File: src/rtl/fpu_issue_sequencer_if.sv
// Handshake bundle between the EX/ID pipeline stages and the FPU issue sequencer.
// The pipeline is the master; the sequencer is the slave.
interface fpu_issue_sequencer_if;
   logic       issue_valid;
   logic [2:0] issue_op;
   logic [4:0] issue_rd;
   logic       flush_e;
   logic       fp_op_d;
   logic       fp_src_d;
   logic [4:0] rs1_d;
   logic [4:0] rs2_d;
   logic       fpu_start;
   logic [2:0] fpu_op;
   logic       busy;
   logic       stall_f;
   logic       stall_d;
   logic       wb_valid;
   logic [4:0] wb_rd;
   logic       illegal_op;

   modport master (
      output issue_valid, issue_op, issue_rd, flush_e, fp_op_d, fp_src_d, rs1_d, rs2_d,
      input  fpu_start, fpu_op, busy, stall_f, stall_d, wb_valid, wb_rd, illegal_op
   );

   modport slave (
      input  issue_valid, issue_op, issue_rd, flush_e, fp_op_d, fp_src_d, rs1_d, rs2_d,
      output fpu_start, fpu_op, busy, stall_f, stall_d, wb_valid, wb_rd, illegal_op
   );
endinterface

File: src/rtl/fpu_issue_sequencer.sv
// Single-op FPU issue sequencer: starts the FPU, times the op latency, issues the
// FP writeback and raises fetch/decode stalls for structural and data hazards.
//
//   state | meaning
//   IDLE  | no FP op in flight; a legal issue is accepted
//   BUSY  | op in flight, latency counter running down
//   WB    | writeback cycle; a new op may be accepted back-to-back
module fpu_issue_sequencer #(
   parameter int unsigned LAT_ADD  = 3,
   parameter int unsigned LAT_MUL  = 4,
   parameter int unsigned LAT_DIV  = 12,
   parameter int unsigned LAT_SQRT = 14,
   parameter int unsigned LAT_CMP  = 1
) (
   input  logic                  clk,
   input  logic                  rst_n,
   fpu_issue_sequencer_if.slave  seq
);

   typedef enum logic [1:0] {
      ST_IDLE = 2'd0,
      ST_BUSY = 2'd1,
      ST_WB   = 2'd2
   } state_t;

   state_t     state_q;
   logic [3:0] cnt_q;
   logic [2:0] op_q;
   logic [4:0] rd_q;
   logic       active_q;

   logic       op_legal;
   logic       can_issue;
   logic       accept;
   logic       pending;
   logic [4:0] pend_rd;
   logic [3:0] lat_sel;

   always_comb begin
      lat_sel = 4'd1;
      unique case (seq.issue_op)
         3'b000, 3'b001: lat_sel = 4'(LAT_ADD);
         3'b010:         lat_sel = 4'(LAT_MUL);
         3'b011:         lat_sel = 4'(LAT_DIV);
         3'b100:         lat_sel = 4'(LAT_SQRT);
         3'b101:         lat_sel = 4'(LAT_CMP);
         default:        lat_sel = 4'd1;
      endcase
   end

   // active_q keeps every output quiet for the first cycle after reset release
   assign op_legal  = (seq.issue_op <= 3'd5);
   assign can_issue = active_q & seq.issue_valid & ~seq.flush_e & (state_q != ST_BUSY);
   assign accept    = can_issue & op_legal;

   always_ff @(posedge clk or negedge rst_n) begin
      if (!rst_n) begin
         state_q  <= ST_IDLE;
         cnt_q    <= 4'd0;
         op_q     <= 3'd0;
         rd_q     <= 5'd0;
         active_q <= 1'b0;
      end else begin
         active_q <= 1'b1;
         unique case (state_q)
            ST_IDLE, ST_WB: begin
               if (accept) begin
                  op_q    <= seq.issue_op;
                  rd_q    <= seq.issue_rd;
                  cnt_q   <= lat_sel;
                  state_q <= (lat_sel <= 4'd1) ? ST_WB : ST_BUSY;
               end else begin
                  state_q <= ST_IDLE;
               end
            end
            ST_BUSY: begin
               cnt_q <= cnt_q - 4'd1;
               if (cnt_q <= 4'd2) state_q <= ST_WB;
            end
            default: state_q <= ST_IDLE;
         endcase
      end
   end

   // WB is excluded from pending: the regfile writes before it is read in that cycle
   assign pending = accept | (state_q == ST_BUSY);
   assign pend_rd = accept ? seq.issue_rd : rd_q;

   assign seq.stall_d    = pending & (seq.fp_op_d |
                           (seq.fp_src_d & ((seq.rs1_d == pend_rd) | (seq.rs2_d == pend_rd))));
   assign seq.stall_f    = seq.stall_d;
   assign seq.fpu_start  = accept;
   assign seq.fpu_op     = accept ? seq.issue_op : ((state_q != ST_IDLE) ? op_q : 3'd0);
   assign seq.busy       = (state_q != ST_IDLE) | accept;
   assign seq.wb_valid   = (state_q == ST_WB);
   assign seq.wb_rd      = (state_q == ST_WB) ? rd_q : 5'd0;
   assign seq.illegal_op = can_issue & ~op_legal;

endmodule

File: src/flat_wrapper.sv
// flat-port wrapper written by rule: the top's interface ports become plain ports
module fpu_issue_sequencer_flat 
#(
   parameter int unsigned LAT_ADD  = 3,
   parameter int unsigned LAT_MUL  = 4,
   parameter int unsigned LAT_DIV  = 12,
   parameter int unsigned LAT_SQRT = 14,
   parameter int unsigned LAT_CMP  = 1
)
  (clk, rst_n, seq_issue_valid, seq_issue_op, seq_issue_rd, seq_flush_e, seq_fp_op_d, seq_fp_src_d, seq_rs1_d, seq_rs2_d, seq_fpu_start, seq_fpu_op, seq_busy, seq_stall_f, seq_stall_d, seq_wb_valid, seq_wb_rd, seq_illegal_op);
  fpu_issue_sequencer_if seq_i ();
  input  logic clk;
  input  logic rst_n;
  input wire logic [$bits(seq_i.issue_valid)-1:0] seq_issue_valid;
  input wire logic [$bits(seq_i.issue_op)-1:0] seq_issue_op;
  input wire logic [$bits(seq_i.issue_rd)-1:0] seq_issue_rd;
  input wire logic [$bits(seq_i.flush_e)-1:0] seq_flush_e;
  input wire logic [$bits(seq_i.fp_op_d)-1:0] seq_fp_op_d;
  input wire logic [$bits(seq_i.fp_src_d)-1:0] seq_fp_src_d;
  input wire logic [$bits(seq_i.rs1_d)-1:0] seq_rs1_d;
  input wire logic [$bits(seq_i.rs2_d)-1:0] seq_rs2_d;
  output wire logic [$bits(seq_i.fpu_start)-1:0] seq_fpu_start;
  output wire logic [$bits(seq_i.fpu_op)-1:0] seq_fpu_op;
  output wire logic [$bits(seq_i.busy)-1:0] seq_busy;
  output wire logic [$bits(seq_i.stall_f)-1:0] seq_stall_f;
  output wire logic [$bits(seq_i.stall_d)-1:0] seq_stall_d;
  output wire logic [$bits(seq_i.wb_valid)-1:0] seq_wb_valid;
  output wire logic [$bits(seq_i.wb_rd)-1:0] seq_wb_rd;
  output wire logic [$bits(seq_i.illegal_op)-1:0] seq_illegal_op;
  assign seq_i.issue_valid = seq_issue_valid;
  assign seq_i.issue_op = seq_issue_op;
  assign seq_i.issue_rd = seq_issue_rd;
  assign seq_i.flush_e = seq_flush_e;
  assign seq_i.fp_op_d = seq_fp_op_d;
  assign seq_i.fp_src_d = seq_fp_src_d;
  assign seq_i.rs1_d = seq_rs1_d;
  assign seq_i.rs2_d = seq_rs2_d;
  assign seq_fpu_start = seq_i.fpu_start;
  assign seq_fpu_op = seq_i.fpu_op;
  assign seq_busy = seq_i.busy;
  assign seq_stall_f = seq_i.stall_f;
  assign seq_stall_d = seq_i.stall_d;
  assign seq_wb_valid = seq_i.wb_valid;
  assign seq_wb_rd = seq_i.wb_rd;
  assign seq_illegal_op = seq_i.illegal_op;
  fpu_issue_sequencer #(.LAT_ADD(LAT_ADD), .LAT_MUL(LAT_MUL), .LAT_DIV(LAT_DIV), .LAT_SQRT(LAT_SQRT), .LAT_CMP(LAT_CMP)) u_core (.clk(clk), .rst_n(rst_n), .seq(seq_i));
endmodule
File: config.mk
export PLATFORM = sky130hd
export DESIGN_NAME = fpu_issue_sequencer_flat
export DESIGN_NICKNAME = d
export VERILOG_FILES = /design/src/rtl/fpu_issue_sequencer_if.sv /design/src/rtl/fpu_issue_sequencer.sv /design/src/flat_wrapper.sv
export SDC_FILE = /design/constraint.sdc
export NUM_CORES = 1
export LEC_CHECK = 0
export BUFFER_PORTS_ARGS = -buffer_cell sky130_fd_sc_hd__buf_2
export CAP_MARGIN = 20
export CORE_UTILIZATION = 30
export DETAILED_ROUTE_END_ITERATION = 8
export GPL_TIMING_DRIVEN = 0
export PLACE_DENSITY_LB_ADDON = 0.15
export SYNTH_ARGS = -nofsm -noshare
export SYNTH_HDL_FRONTEND = slang
export SYNTH_SLANG_ARGS = --single-unit
File: constraint.sdc
create_clock -name clk -period 3.3 [get_ports clk]
set_input_delay 0.99 -clock clk [delete_from_list [all_inputs] [get_ports clk]]
set_output_delay 0.99 -clock clk [all_outputs]
set_load 0.01 [all_outputs]
---- Yosys cells after proc, flatten, opt, wreduce, memory -nomap -nowiden ----
Index checks and enable logic that the tools add are counted.
word-level totals
  input bits .............................. 24
  output and inout port bits .............. 14
  register bits after elaboration ......... 15
  logic and storage cells ................. 52
cells by class
  add/sub/neg operators ................... 1
  reduce and logical (&&, ||, !) cells .... 8
  multiplexer cells ....................... 11
  bitwise gates (word level) .............. 13
  $lt $le $gt $ge ......................... 3
  equality and inequality tests ........... 11
operators by type and width
  operator                                             count
  case mux 4 bit (4 select lines)                      1
  == test 5 bit                                        2
  2-to-1 mux 5 bit                                     2
  case mux 4 bit (2 select lines)                      1
  bitwise AND 1 bit                                    7
  == test 3 x 2 -> 1 bit, second input constant        2
  2-to-1 mux 2 bit                                     3
  2-to-1 mux 3 bit                                     2
  != test 2 x 1 -> 1 bit, second input constant        3
  <= comparator 4 x 1 -> 1 bit, second input constant  1
  <= comparator 4 x 2 -> 1 bit, second input constant  1
  2-to-1 mux 4 bit                                     1
  OR 1 bit                                             4
  case mux 2 bit (2 select lines)                      1
  AND reduction 2 bit                                  2
  nonzero test 2 bit                                   2
  OR reduction 2 bit                                   2
  subtractor 4 x 1 -> 4 bit, second input constant     1
  == test 3 x 1 -> 1 bit, second input constant        1
  == test 3 bit, second input constant                 1
  <= comparator 3 bit, second input constant           1
  zero test 3 bit                                      1
  == test 2 x 1 -> 1 bit, second input constant        1
  == test 2 bit, second input constant                 1
  2 further kinds                                      3

---- Logic depth before layout (Yosys ltp) ----
Gate-level depths: netlist of the first run.
  word-level depth ........................ 10
  depth in mapped cells ................... 8
  depth with buffers taken out ............ 6

---- Worst setup path before layout of the first run ----
OpenSTA, ideal clock, no wires.
  kind .................................... input -> output
  start point ............................. input port seq_issue_valid
  end point ............................... output port seq_stall_f
  buffers on the path ..................... 2
  arrival time ............................ 2588 ps
  setup slack ............................. -278 ps
  cell stages on the path ................. 8
  cell sequence ........................... and3b_1 -> buf_4 -> nand3_4 -> inv_4 -> or4_1 -> a221o_1 -> o211ai_1 -> buf_4
between the ends
  cells in the longest elaborated chain, start to end .. 10
ends and longest elaborated chain
  what                               RTL line                   text
  start: declaration                 flat_wrapper.sv:14         input wire logic [$bits(seq_i.issue_valid)-1:0] seq_issue_valid;
  bitwise AND 1 bit * (3 in series)  fpu_issue_sequencer.sv:53  assign can_issue = active_q & seq.issue_valid & ~seq.flush_e & (state_q != ST_BUSY);
  bitwise AND 1 bit *                fpu_issue_sequencer.sv:54  assign accept = can_issue & op_legal;
  net seq_fpu_start                  flat_wrapper.sv:22         output wire logic [$bits(seq_i.fpu_start)-1:0] seq_fpu_start;
  2-to-1 mux 5 bit                   fpu_issue_sequencer.sv:87  assign pend_rd = accept ? seq.issue_rd : rd_q;
  == test 5 bit                      fpu_issue_sequencer.sv:90  (seq.fp_src_d & ((seq.rs1_d == pend_rd) | (seq.rs2_d == pend_rd))));
  OR 1 bit                           fpu_issue_sequencer.sv:90
  bitwise AND 1 bit                  fpu_issue_sequencer.sv:90
  OR 1 bit                           fpu_issue_sequencer.sv:89  assign seq.stall_d = pending & (seq.fp_op_d |
  bitwise AND 1 bit *                fpu_issue_sequencer.sv:89
  end: declaration                   flat_wrapper.sv:25         output wire logic [$bits(seq_i.stall_f)-1:0] seq_stall_f;
Mark *: on every way through the listed nets, which the timed path passes. The rest lies on a longest branch.

---- Worst setup path after layout of the first run ----
  start point ............................. input port seq_issue_valid
  end point ............................... output port seq_stall_f
between the ends
  cells in the longest elaborated chain, start to end .. 10
ends and longest elaborated chain
  what                               RTL line
  bitwise AND 1 bit * (3 in series)  fpu_issue_sequencer.sv:53
  bitwise AND 1 bit *                fpu_issue_sequencer.sv:54
  2-to-1 mux 5 bit                   fpu_issue_sequencer.sv:87
  == test 5 bit                      fpu_issue_sequencer.sv:90
  OR 1 bit                           fpu_issue_sequencer.sv:90
  bitwise AND 1 bit                  fpu_issue_sequencer.sv:90
  OR 1 bit                           fpu_issue_sequencer.sv:89
  bitwise AND 1 bit *                fpu_issue_sequencer.sv:89
Mark *: on every way between the ends. The rest lies on a longest branch, timed or not.

==> impl.org, run 1 <==
** Placement
- GP Congestion :: 0.807
- OpenSTA, run right after detailed placement, puts the worst setup slack at -349 ps.
- # placed instances :: 235
- Standard cell area after detailed placement :: 1480 sq um
- Port-buffer cells :: 37
- Summed over all nets, the half-perimeter wirelength after detailed placement is 2620 microns.

** Clock network
- Clock sink total :: 15
- In this run the number of H-tree levels came out at 1.
- In this run the clock root is driven by a sky130_fd_sc_hd__clkbuf_8.
- Hold-fix buffers, CTS :: 0
- Skew-Pair Late Insertion Delay :: 250 ps
- The clock passes through at most 2 buffers.
- CTS tree :: done
- The number of clock buffers added by TritonCTS is 3.
- Clk pin slew, worst setup/hold paths :: 60 ps

** Cells and area
- # nets final :: 225
- Final cell area excluding filler cells :: 1600 sq um
- N_diodes :: 0
- After the flow finishes, the layout carries non-filler instances totaling 246.
- Footprint of the multi-input gates :: 767 sq um
- Fill cells :: 385
- Synth-to-Final Area Change :: 30.9%
- Total area of sequential cells :: 375 sq um
- Share of layout cells above drive strength 1 :: 0.313

** STA
- Based on the critical path, the design can be clocked at up to 281 MHz.
- The number of endpoints with negative hold slack in the final report was 0.
- Between clock sinks in the finished design, the worst skew comes to 7.90 ps.
- Setup repair after global routing could not meet its margin everywhere.
- The final number of max-transition violations is 0.
- Across all setup checks in the final design, the least slack found is -258 ps.
- Worst relative slew slack :: 0.582
- Final setup fails :: 2
- Final period utilization :: 1.08
- Final Critical Period :: 3560 ps
- For the pin with the worst max-slew slack, the measured transition is 626 ps.

** Floorplanning
- Chip Height :: 65.7 microns
- Chip Width :: 65.7 microns
- The die covers 4320 sq um.
- For this configuration, the core starts out at a cell density of 0.323.
- Core footprint :: 3770 sq um
- Std-Cell Rows :: 22
- For this design the top-level I/O count stands at 38.

** Synth
- Prevailing post-synth register cell :: sky130_fd_sc_hd__dfrtp_1
- Post-Syn Instances :: 150
- Yosys top cell by area :: sky130_fd_sc_hd__dfrtp_1
- In this run, synthesis inferred 0 flip-flops with an integrated enable.
- Of all flip-flops after synthesis, the portion carrying an async set or reset was 1.00.
- Leading post-synthesis cells by instance count :: 15 x sky130_fd_sc_hd__dfrtp_1, 15 x sky130_fd_sc_hd__nand2_1, 12 x sky130_fd_sc_hd__o21ai_0
- By area the synthesized netlist is led by sky130_fd_sc_hd__dfrtp_1 31%, sky130_fd_sc_hd__o21ai_0 4.9%, sky130_fd_sc_hd__nand2_1 4.6%.
- Net Count, Synth :: 176
- Sequential cell area fraction in the yosys report :: 0.308
- Syn_area_per_cell :: 8.12 sq um
- Post-Synthesis Cell Area :: 1220 sq um
- Distinct cells, synth :: 44
- Of the post-synthesis cell area, the dominant cell type holds 0.308.
- Total of flip-flops plus latches after synthesis :: 15
- Synth warnings :: 0

** Hold path
- Type of the tightest min-delay check :: reg2reg
- The startpoint identified for the worst hold timing path is u_core.op_q[0].

** Outcome
- Violated checks :: setup timing
- The run finished, with violations left.

** Power
- Power comes to 0.868 mW.
- Summed over all cells, the static leakage comes to 0.775 nW.
- VDD sags by at most 0.298 mV.
- For this design the ratio of total power to cell area is 544 nW/um^2.

** Worst setup path
- Traced cell by cell, the critical path runs through buf_6 > and3b_2 > nand3_4 > inv_6 > or4_4 > a221o_1 > o211ai_1 > buf_4 > buf_6.
- Delay of the slowest cell on the worst path :: 410 ps
- Highest fanout seen on the critical path :: 4
- Grouping stages by cell kind, the critical path spends the most delay in simple AND/OR/NAND/NOR gates.
- The startpoint identified for the worst register-to-register timing path is u_core.state_q[1].
- Data on the critical path is required at its endpoint by 2310 ps.
- Beginning of the critical path :: seq_issue_valid
- Critical Path Sink Type :: primary output
- Slowest cell on the critical path :: sky130_fd_sc_hd__or4_4
- In this design, the critical path's most frequently occurring cell is sky130_fd_sc_hd__buf_6.
- Classification of the worst setup path :: in2out
- Together, buffers and inverters on the worst path number 4.
- Data on the critical path arrives at its endpoint at 2570 ps.
- Critical path launch point type :: input port

** Global routing
- The first global-routing pass estimated 5560 microns of wire.
- The initial antenna violation count is 0.
- Global router's overall resource usage :: 0.171
- Pin count of the biggest net entering global routing :: 16
- Global routing finished with a remaining overflow of 0.
- Vias in the first global route :: 1226

** Route
- Via total after detailed routing :: 1275
- Routed Wire Length :: 3460 microns
- Via density per instance :: 5.18
- Iter 0 DRT Violations :: 69
- Before antenna repair, the detailed router went through 4 iterations.
- For this run, design rule violations remaining after detail routing come to 0.
- The count of nets left with antenna violations once routing finished came out at 0.
- Wire per inst :: 14.1 microns

** Flow run
- The tool flagged a number of max-cap violations equal to 0.
## cells by family (layout without fill, tap and decap cells)
family,after synthesis,after routing,synth area share
simple gates,60,60,0.282
compound gates,42,42,0.227
buf+inv,18,66,0.0667
flops,15,15,0.308
xor+xnor,8,8,0.0575
mux,4,4,0.0349
fa+ha+maj,2,2,0.0205
other cells,1,1,0.00308
## layer usage
metal / track usage / wire length, microns
met4: 0.0598 / 24
met5: 0 / 0
met1: 0.203 / 1560
met2: 0.309 / 1730
met3: 0.0226 / 151
## repair_timing
| item | 4_1_cts | 5_1_grt |
|---|---|---|
| setup endpoints to repair | 2 | 3 |
| buffers inserted | 8 | 0 |
| resized for setup | 4 | 2 |
| pin swaps | 1 | 1 |
## cells in the final DEF (no fill, tap or decap), drive strengths merged, types with 2 or more instances in the layout
| master | count |
|---|---|
| o2111ai | 2 |
| o211ai | 2 |
| and2 | 6 |
| mux2 | 2 |
| xnor2 | 2 |
| dfrtp | 15 |
| o211a | 2 |
| clkbuf | 5 |
| nand2b | 9 |
| a21oi | 10 |
| nand2 | 16 |
| ha | 2 |
| o221ai | 2 |
| a221o | 2 |
| nand4 | 5 |
| o21ai | 12 |
| a31oi | 2 |
| xor2 | 6 |
| nor3 | 2 |
| a22o | 2 |
| inv | 11 |
| buf | 49 |
| nor2b | 4 |
| nor2 | 10 |
| mux2i | 2 |
## metrics by stage
step	utilization	hold WS, ps	TNS, ps
after floorplan	-	456	-186
after global placement	0.392	471	-556
after detailed placement	0.392	490	-615
after CTS	0.425	504	-479
after global routing	0.423	512	-624
final	0.423	504	-450
## layout make-up
type / count / share of cell area
Timing Repair Buffer: 45 / 0.165
Clock inverter: 1 / 0.00314
Tap cell: 48 / 0.0376
Inverter: 11 / 0.0290
Clock buffer: 3 / 0.0259
Multi-Input combinational cell: 117 / 0.481
Buffer: 6 / 0.0227
Sequential cell: 15 / 0.235
## state kept, by name, indices dropped and copies added (netlist names)
register,count
u_core.cnt_q,4
u_core.state_q,2
u_core.rd_q,5
u_core.op_q,3
u_core.active_q,1
## worst paths after layout
kind                                   endpoint  slack, ps  cells past startpoint
worst max-delay path                seq_stall_f       -260                      9
min in group asynchronous       u_core.cnt_q[3]        640                      1
worst max register to register  u_core.cnt_q[1]       1120                      8
worst min-delay path             u_core.op_q[0]        500                      1
max in group asynchronous        u_core.rd_q[3]       2370                      1
worst min register to register   u_core.op_q[0]        500                      1
## worst reg2reg max path, delay by kind of cell, from the launching register on
family	cells	cell delay [ps]
simple gates	3	590
compound gates	1	210
flops	1	320
buf+inv	4	920
## report_power, final
group	switching [mW]	internal [mW]
combinational	0.215	0.183
sequential	0.0642	0.252
clock	0.0712	0.0837
total	0.350	0.518
Power figures use the tool's default switching activity.
==> run 2, diff against run 1 <==
--- a/config.mk
+++ b/config.mk
@@ -11,6 +11,8 @@
 export DETAILED_ROUTE_END_ITERATION = 8
 export GPL_TIMING_DRIVEN = 0
 export PLACE_DENSITY_LB_ADDON = 0.15
+export REMOVE_ABC_BUFFERS = 1
+export SKIP_LAST_GASP = 1
 export SYNTH_ARGS = -nofsm -noshare
 export SYNTH_HDL_FRONTEND = slang
 export SYNTH_SLANG_ARGS = --single-unit
==> run 2 against run 1 <==
  * The run still ends with setup timing left
  * Largest cell class unchanged
  * Flip-flop and latch count unchanged
  * Count of clock-buffer cells in the layout rose by 1
  * Worst setup slack improved by 140 ps
  * Final cell count shrank 2.4%
  * Fmax is 4.1% higher
  * Critical path depth fell by 1
  * Register-to-register slack got worse by 180 ps
  * Hold slack got worse by 3.0 ps
  * Final area shrank 2.4%
  * Die area did not move
  * Clock skew down 5.2 ps
  * Non-clock buffer count is 6 lower
  * Critical endpoint is now seq_stall_d
==> impl.org, run 2 (synthesized netlist as in run 1, its figures left out) <==
** Outcome
- Violated checks: setup timing (unchanged).
- Run status :: finished, violations left (unchanged)

** Worst setup path
- The sum of buffers and inverters on the critical path was 3 (was 4).
- The data arrival time of the worst path came to 2430 ps (was 2570 ps).
- Delay of the slowest cell on the worst path :: 400 ps (was 410 ps)
- Slowest cell on the critical path :: sky130_fd_sc_hd__or4_4 (unchanged)
- Most frequent cell on the critical path :: sky130_fd_sc_hd__buf_2 (was sky130_fd_sc_hd__buf_6)
- The critical path class was in2out (unchanged).
- Critical Path Sink Type :: primary output (unchanged)
- Ordered list of cells on the worst path: buf_2 > and3b_2 > nand3_4 > inv_6 > or4_4 > a221o_1 > o211ai_1 > buf_2 (was buf_6 > and3b_2 > nand3_4 > inv_6 > or4_4 > a221o_1 > o211ai_1 > buf_4 > buf_6).
- The worst reg-to-reg path cell count was 5 (was 8).
- The required time reported for the critical path endpoint was 2310 ps (about the same).
- The cell type group with the largest total delay on the critical path is simple AND/OR/NAND/NOR gates (unchanged).
- Critical path launch point type :: input port (unchanged)
- Number of gates on the worst path with buffers counted :: 8 (was 9)
- The maximum fanout count along the critical path is 3 (was 4).

** Global routing
- The largest net degree at the start of global routing is 16 (unchanged).
- The overall track demand over capacity in global routing is 0.174 (was 0.171).
- The sum of overflow across all layers after global routing is 0 (unchanged).
- The global-route wire length before repair was 5730 microns (was 5560 microns).
- The initial antenna violation count is 0 (unchanged).
- The via count of the first global-routing pass came to 1178 (was 1226).

** Power
- The total power is 0.859 mW (was 0.868 mW).
- The clock power share was 0.187 (was 0.178).
- Share of power burned in registers :: 0.386 (was 0.364)
- The combinational fraction of design power came to 0.427 (was 0.458).
- The cell-internal power came to 0.510 mW (was 0.518 mW).
- The reported net switching power is 0.349 mW (was 0.350 mW).
- Highest ir drop seen on vdd :: 0.218 mV (was 0.298 mV)
- The standby leakage power came to 0.750 nW (was 0.775 nW).
- The cell area power density is 552 nW/um^2 (was 544 nW/um^2).
- Proportion of total power due to net switching :: 0.406 (was 0.403)

** Clock network
- The buffer depth of the longest clock path was 2 (unchanged).
- Skew-Pair Late Insertion Delay :: 250 ps (about the same)
- The maximum level of the CTS H-tree is 1 (unchanged).
- TritonCTS buffer count :: 3 (unchanged)
- The clock tree root buffer cell is sky130_fd_sc_hd__clkbuf_8 (unchanged).
- Clk pin slew, worst setup/hold paths :: 70 ps (was 60 ps)
- The clock net sink count came to 15 (unchanged).
- The CTS tree is done (unchanged).

** Placement
- # placed instances :: 228 (was 235)
- Hpwl dp :: 2440 microns (was 2620 microns)
- Port-buffer cells :: 37 (unchanged)
- The last weighted congestion value of the routability-driven placer came to 0.846 (was 0.807).
- Post-place setup slack :: -455 ps (was -349 ps)
- Standard cell area after detailed placement :: 1430 sq um (was 1480 sq um)

** Cells and area
- Most frequent cells in the layout: 36 x sky130_fd_sc_hd__buf_2, 15 x sky130_fd_sc_hd__nand2_1, 15 x sky130_fd_sc_hd__dfrtp_1 (unchanged).
- The number of flip-flops in the largest register is 5 (unchanged).
- Post-route core utilization :: 0.413 (was 0.423)
- # nets final :: 219 (was 225)
- The count of filler cells inserted in the layout was 388 (was 385).
- The count of inserted antenna diode cells was 0 (unchanged).
- The number of cells in the finished layout apart from fillers was 240 (was 246).
- The growth of design area from synthesis to finish is 27.7% (was 30.9%).
- Top flop regs: u_core.rd_q x5, u_core.cnt_q x4, u_core.op_q x3 (unchanged).
- Share of layout cells above drive strength 1 :: 0.297 (was 0.313)
- The final cell area excluding filler cells came to 1560 sq um (was 1600 sq um).
- The register with the most flip-flops was u_core.rd_q (unchanged).
- The most common cell after layout, fill and taps aside is sky130_fd_sc_hd__buf_2 (unchanged).

** STA
- The upper clock frequency limit is 293 MHz (was 281 MHz).
- Post-layout worst setup margin :: -118 ps (was -258 ps)
- Setup repair after global routing missed its margin: true (unchanged).
- Hold violation total from the final report :: 0 (unchanged)
- Final Critical Period :: 3420 ps (was 3560 ps)
- Final worst clock skew :: 2.70 ps (was 7.90 ps)
- Hold slack :: 501 ps (was 504 ps)
- The slew at the pin with the worst max-slew slack was 954 ps (was 626 ps).
- The final number of max-transition violations was 0 (unchanged).
- The number of setup violations in the final report came to 2 (unchanged).
- The tightest slew margin relative to the limit was 0.362 (was 0.582).
- Final period utilization :: 1.04 (was 1.08)
- The sum of negative setup slack is -236 ps (was -450 ps).

** Route
- Iter 0 DRT Violations :: 30 (was 69)
- The first-pass detailed-route iteration total came to 4 (unchanged).
- Routed Wire Length :: 3370 microns (was 3460 microns)
- Wire per inst :: 14.0 microns (was 14.1 microns)
- The remaining routing DRC violations came to 0 (unchanged).
- Remaining antenna violation count after routing :: 0 (unchanged)
- The via density per instance is 5.06 (was 5.18).
- The vias after detailed routing is 1215 (was 1275).

** Hold path
- The cell count of the worst hold path came to 2 (was 1).
- Type of the tightest min-delay check :: reg2reg (unchanged)

** Floorplanning
- The die outline height was 65.7 microns (unchanged).
- The row count was 22 (unchanged).
- The initial cell density of the core was 0.323 (unchanged).
- Chip Width :: 65.7 microns (unchanged)
- The number of primary I/O pins was 38 (unchanged).
- Core footprint :: 3770 sq um (unchanged)
- The full die area is 4320 sq um (unchanged).

** Flow run
- The number of max-capacitance violations reported was 0 (unchanged).
-- run 2: changes by cell type in the layout (fill, tap and decap cells not counted), sizes merged --
| cell | before | now |
|---|---|---|
| clkbuf | 5 | 4 |
| buf | 49 | 45 |
| clkinv | 1 | 0 |
-- run 2: per-layer routing --
layer	track usage	routed length [microns]	up-vias	share of wire
met5	0	0	-	0
met4	0.0679	29	0	0.0086
met3	0.0313	160	4	0.047
met2	0.272	1600	28	0.48
met1	0.235	1580	568	0.47
li1	-	-	615	-
-- run 2: worst paths after layout --
path / start / end / slack [ps]
worst max-delay path: seq_issue_valid / seq_stall_d / -120
worst min-delay path: u_core.op_q[1] / u_core.op_q[1] / 500
worst max register to register: u_core.state_q[1] / u_core.rd_q[4] / 940
worst min register to register: u_core.op_q[1] / u_core.op_q[1] / 500
max in group asynchronous: rst_n / u_core.op_q[2] / 2380
min in group asynchronous: rst_n / u_core.rd_q[1] / 650
-- run 2: worst register-to-register path, cell delays in order, from the launching register on --
cell                       delay [ps]
sky130_fd_sc_hd__dfrtp_1          510
sky130_fd_sc_hd__nand2b_4         280
sky130_fd_sc_hd__nand3_4          130
sky130_fd_sc_hd__buf_4            190
sky130_fd_sc_hd__nor2_1           720
sky130_fd_sc_hd__mux2_2           420
-- run 2: repair_timing --
action / in CTS / in global routing
pin swaps: 7 / 2
setup endpoints to repair: 2 / 2
gates resized for setup: 5 / 2
setup buffers: 7 / 1
hold buffers: 0 / 0
-- run 2: cell type report --
cell class              instances  area [sq um]  share of cell area
multi-input cells             117           767               0.493
flip-flops and latches         15           375               0.241
well taps                      48          60.1              0.0386
repair buffers                 45           263               0.169
inverters                      11          46.3              0.0297
clock buffers                   4          45.0              0.0289
-- run 2: power by group through the flow --
stage                     clock network (mW)  registers [mW]  logic [mW]
after global routing                   0.177           0.345       0.422
after floorplan                            0           0.310       0.254
final                                  0.161           0.331       0.367
after detailed placement                   0           0.334       0.353
after CTS                              0.166           0.330       0.364
after global placement                     0           0.330       0.349
==> run 3, diff against run 2 <==
--- a/config.mk
+++ b/config.mk
@@ -7,11 +7,13 @@
 export LEC_CHECK = 0
 export BUFFER_PORTS_ARGS = -buffer_cell sky130_fd_sc_hd__buf_2
 export CAP_MARGIN = 20
+export CORE_ASPECT_RATIO = 1.4
 export CORE_UTILIZATION = 30
 export DETAILED_ROUTE_END_ITERATION = 8
 export GPL_TIMING_DRIVEN = 0
 export PLACE_DENSITY_LB_ADDON = 0.15
 export REMOVE_ABC_BUFFERS = 1
+export SKIP_CTS_REPAIR_TIMING = 1
 export SKIP_LAST_GASP = 1
 export SYNTH_ARGS = -nofsm -noshare
 export SYNTH_HDL_FRONTEND = slang
==> run 3 against run 2 <==
  * The run still ends with setup timing left
  * Critical endpoint is now seq_stall_f
  * Worst setup slack got worse by 130 ps
  * Final area decreased by 0.64%
  * Total power increased by 0.73%
  * Wire length is 6.2% higher
  * Highest routed layer unchanged
  * First-iteration DRC count rose by 120%
  * Die area barely moved
  * Largest cell class unchanged
  * Global-route usage is 0.14 points higher
  * Final cell count fell by 2.9%
  * Hold slack improved by 11 ps
  * Flip-flop and latch count stayed put
  * Via count increased by 3.0%
  * Non-clock buffer count is 2 lower
==> impl.org, run 3 (synthesized netlist as in run 1, its figures left out) <==
** Hold path
- Hold path cells :: 1 (was 2)
- Type of the tightest min-delay check :: reg2reg (unchanged)
- The critical hold path startpoint was u_core.op_q[0] (was u_core.op_q[1]).
- The sink of the worst hold path is u_core.op_q[0] (was u_core.op_q[1]).

** Worst setup path
- Delay of the slowest cell on the worst path :: 320 ps (was 400 ps)
- Critical Path Sink Type :: primary output (unchanged)
- Slowest cell on the critical path :: sky130_fd_sc_hd__and3b_2 (was sky130_fd_sc_hd__or4_4)
- Classification of the worst setup path :: in2out (unchanged)
- The worst reg-to-reg path cell count came to 5 (unchanged).
- The register-to-register path setup slack is 930 ps (was 940 ps).
- The end of the worst register-to-register path was u_core.rd_q[4] (unchanged).
- Ordered list of cells on the worst path :: buf_6 > and3b_2 > nand3_4 > buf_6 > a22o_1 > a221o_1 > o211ai_1 > buf_2 (was buf_2 > and3b_2 > nand3_4 > inv_6 > or4_4 > a221o_1 > o211ai_1 > buf_2)
- Most frequent cell on the critical path :: sky130_fd_sc_hd__buf_6 (was sky130_fd_sc_hd__buf_2)
- Crit path buf inv count :: 3 (unchanged)
- The critical path startpoint category was an input port (unchanged).
- Category of cells accounting for the largest share of critical-path delay :: compound AO/OA/AOI/OAI gates (was simple AND/OR/NAND/NOR gates)
- The maximum fanout count along the critical path is 6 (was 3).
- The required time reported for the critical path endpoint was 2310 ps (about the same).
- Beginning of the critical path :: seq_flush_e (was seq_issue_valid)
- Start of the worst register-to-register path :: u_core.state_q[1] (unchanged)
- The data arrival time of the worst path was 2560 ps (was 2430 ps).

** STA
- The final-layout worst hold slack came to 512 ps (was 501 ps).
- Setup repair after global routing missed its margin: true (unchanged).
- The tightest slew margin relative to the limit was 0.376 (was 0.362).
- Top achievable clock speed :: 281 MHz (was 293 MHz)
- The post-route minimum period was 3550 ps (was 3420 ps).
- Final period utilization :: 1.08 (was 1.04)
- The number of endpoints with negative hold slack in the final report was 0 (unchanged).
- The sum of negative setup slack is -506 ps (was -236 ps).
- Final count of pins violating max slew :: 0 (unchanged)
- The worst path setup slack after routing was -253 ps (was -118 ps).
- The slew at the pin with the worst max-slew slack was 933 ps (was 954 ps).
- The number of setup violations in the final report was 2 (unchanged).
- The maximum clock skew at final layout was 3.88 ps (was 2.70 ps).

** Route
- Iter 0 DRT Violations :: 65 (was 30)
- Via density per instance :: 5.37 (was 5.06)
- The count of antenna-violating nets left after detailed routing was 0 (unchanged).
- Via total after detailed routing :: 1252 (was 1215)
- Routed Wire Length :: 3580 microns (was 3370 microns)
- Wire per inst :: 15.4 microns (was 14.0 microns)
- The remaining routing DRC violations was 0 (unchanged).
- Pre-antenna DRT Iters :: 4 (unchanged)

** Clock network
- The buffer depth of the longest clock path was 2 (unchanged).
- Clock sink total :: 15 (unchanged)
- TritonCTS buffer count :: 3 (unchanged)
- The clock tree root buffer cell was sky130_fd_sc_hd__clkbuf_8 (unchanged).
- The clock-pin transition on the worst setup and hold timing paths came to 60 ps (was 70 ps).
- The clock latency at the later pin of the worst-skew pair was 260 ps (was 250 ps).
- Depth of the CTS H-tree :: 1 (unchanged)
- The CTS tree is done (unchanged).

** Flow run
- Max capacitance violation total :: 0 (unchanged)

** Placement
- The port buffer count was 37 (unchanged).
- GP Congestion :: 0.819 (was 0.846)
- The placed cell count came to 223 (was 228).
- Post-place setup slack :: -487 ps (was -455 ps)
- The detailed placer's ending HPWL is 2720 microns (was 2440 microns).
- Standard cell area after detailed placement :: 1420 sq um (was 1430 sq um)

** Global routing
- Global router's overall resource usage :: 0.176 (was 0.174)
- The global-route wire length before repair is 5980 microns (was 5730 microns).
- The via count of the first global-routing pass came to 1268 (was 1178).
- Initial antenna violation count :: 0 (unchanged)
- Pin count of the biggest net entering global routing :: 16 (unchanged)
- The sum of overflow across all layers after global routing is 0 (unchanged).

** Outcome
- Run status :: finished, violations left (unchanged)
- Violated checks: setup timing (unchanged).

** Floorplanning
- Starting density of the core :: 0.311 (was 0.323)
- Chip Height :: 77.4 microns (was 65.7 microns)
- Chip Width :: 55.9 microns (was 65.7 microns)
- The row count came to 27 (was 22).
- Boundary pin count :: 38 (unchanged)
- The full die area is 4320 sq um (about the same).
- Core footprint :: 3920 sq um (was 3770 sq um)

** Cells and area
- Most frequent cells in the layout :: 35 x sky130_fd_sc_hd__buf_2, 15 x sky130_fd_sc_hd__nand2_1, 15 x sky130_fd_sc_hd__dfrtp_1 (was 36 x sky130_fd_sc_hd__buf_2, 15 x sky130_fd_sc_hd__nand2_1, 15 x sky130_fd_sc_hd__dfrtp_1)
- The count of inserted antenna diode cells was 0 (unchanged).
- The final cell area excluding filler cells was 1550 sq um (was 1560 sq um).
- Leading cell type in the layout, fill and taps excluded :: sky130_fd_sc_hd__buf_2 (unchanged)
- Top flop regs :: u_core.rd_q x5, u_core.cnt_q x4, u_core.op_q x3 (unchanged)
- The register with the most flip-flops is u_core.rd_q (unchanged).
- # nets final :: 217 (was 219)
- Max reg flops :: 5 (unchanged)
- Number of cells in the finished layout apart from fillers :: 233 (was 240)
- Synth-to-Final Area Change :: 26.9% (was 27.7%)
- Share of layout cells above drive strength 1 :: 0.300 (was 0.297)
- Post-route core utilization :: 0.395 (was 0.413)

** Power
- The worst ir drop on vdd came to 0.283 mV (was 0.218 mV).
- The standby leakage power came to 0.745 nW (was 0.750 nW).
- Power Total :: 0.865 mW (was 0.859 mW)
- Power per Cell Area :: 559 nW/um^2 (was 552 nW/um^2)
-- run 3: layer usage --
| metal | vias up | track usage | part of all wire |
|---|---|---|---|
| li1 | 606 | - | - |
| met1 | 588 | 0.196 | 0.40 |
| met2 | 49 | 0.329 | 0.52 |
| met3 | 9 | 0.0233 | 0.050 |
| met4 | 0 | 0.0732 | 0.024 |
| met5 | - | 0 | 0 |
-- run 3: cell type report --
class                      count  area, sq um
clock buffer                   3         41.3
clock inverter                 1         5.00
fill                         429         2370
inverter                      11         46.3
multi-input combinational    117          771
sequential                    15          375
tap                           43         53.8
timing repair buffer          43          254
-- run 3: worst max path at each step --
| stage | endpoint | cells past startpoint | slack, ps |
|---|---|---|---|
| 2_1_floorplan | seq_stall_d | 6 | -180 |
| 3_3_place_gp | seq_stall_d | 8 | -450 |
| 3_5_place_dp | seq_stall_f | 8 | -490 |
| 4_1_cts | seq_stall_f | 8 | -480 |
| 5_1_grt | seq_stall_d | 8 | -300 |
| 6_report | seq_stall_f | 8 | -250 |
-- run 3: worst register-to-register path, stage by stage (launching register included) --
cell and delay, ps:
sky130_fd_sc_hd__dfrtp_1 540, sky130_fd_sc_hd__nand2b_4 280, sky130_fd_sc_hd__nand3_4 130, sky130_fd_sc_hd__buf_4 180, sky130_fd_sc_hd__nor2_1 710, sky130_fd_sc_hd__mux2_2 420
-- run 3: report_power, final --
| part | internal, mW | switching (mW) |
|---|---|---|
| Combinational | 0.175 | 0.200 |
| Clock | 0.0839 | 0.0719 |
| Sequential | 0.252 | 0.0825 |
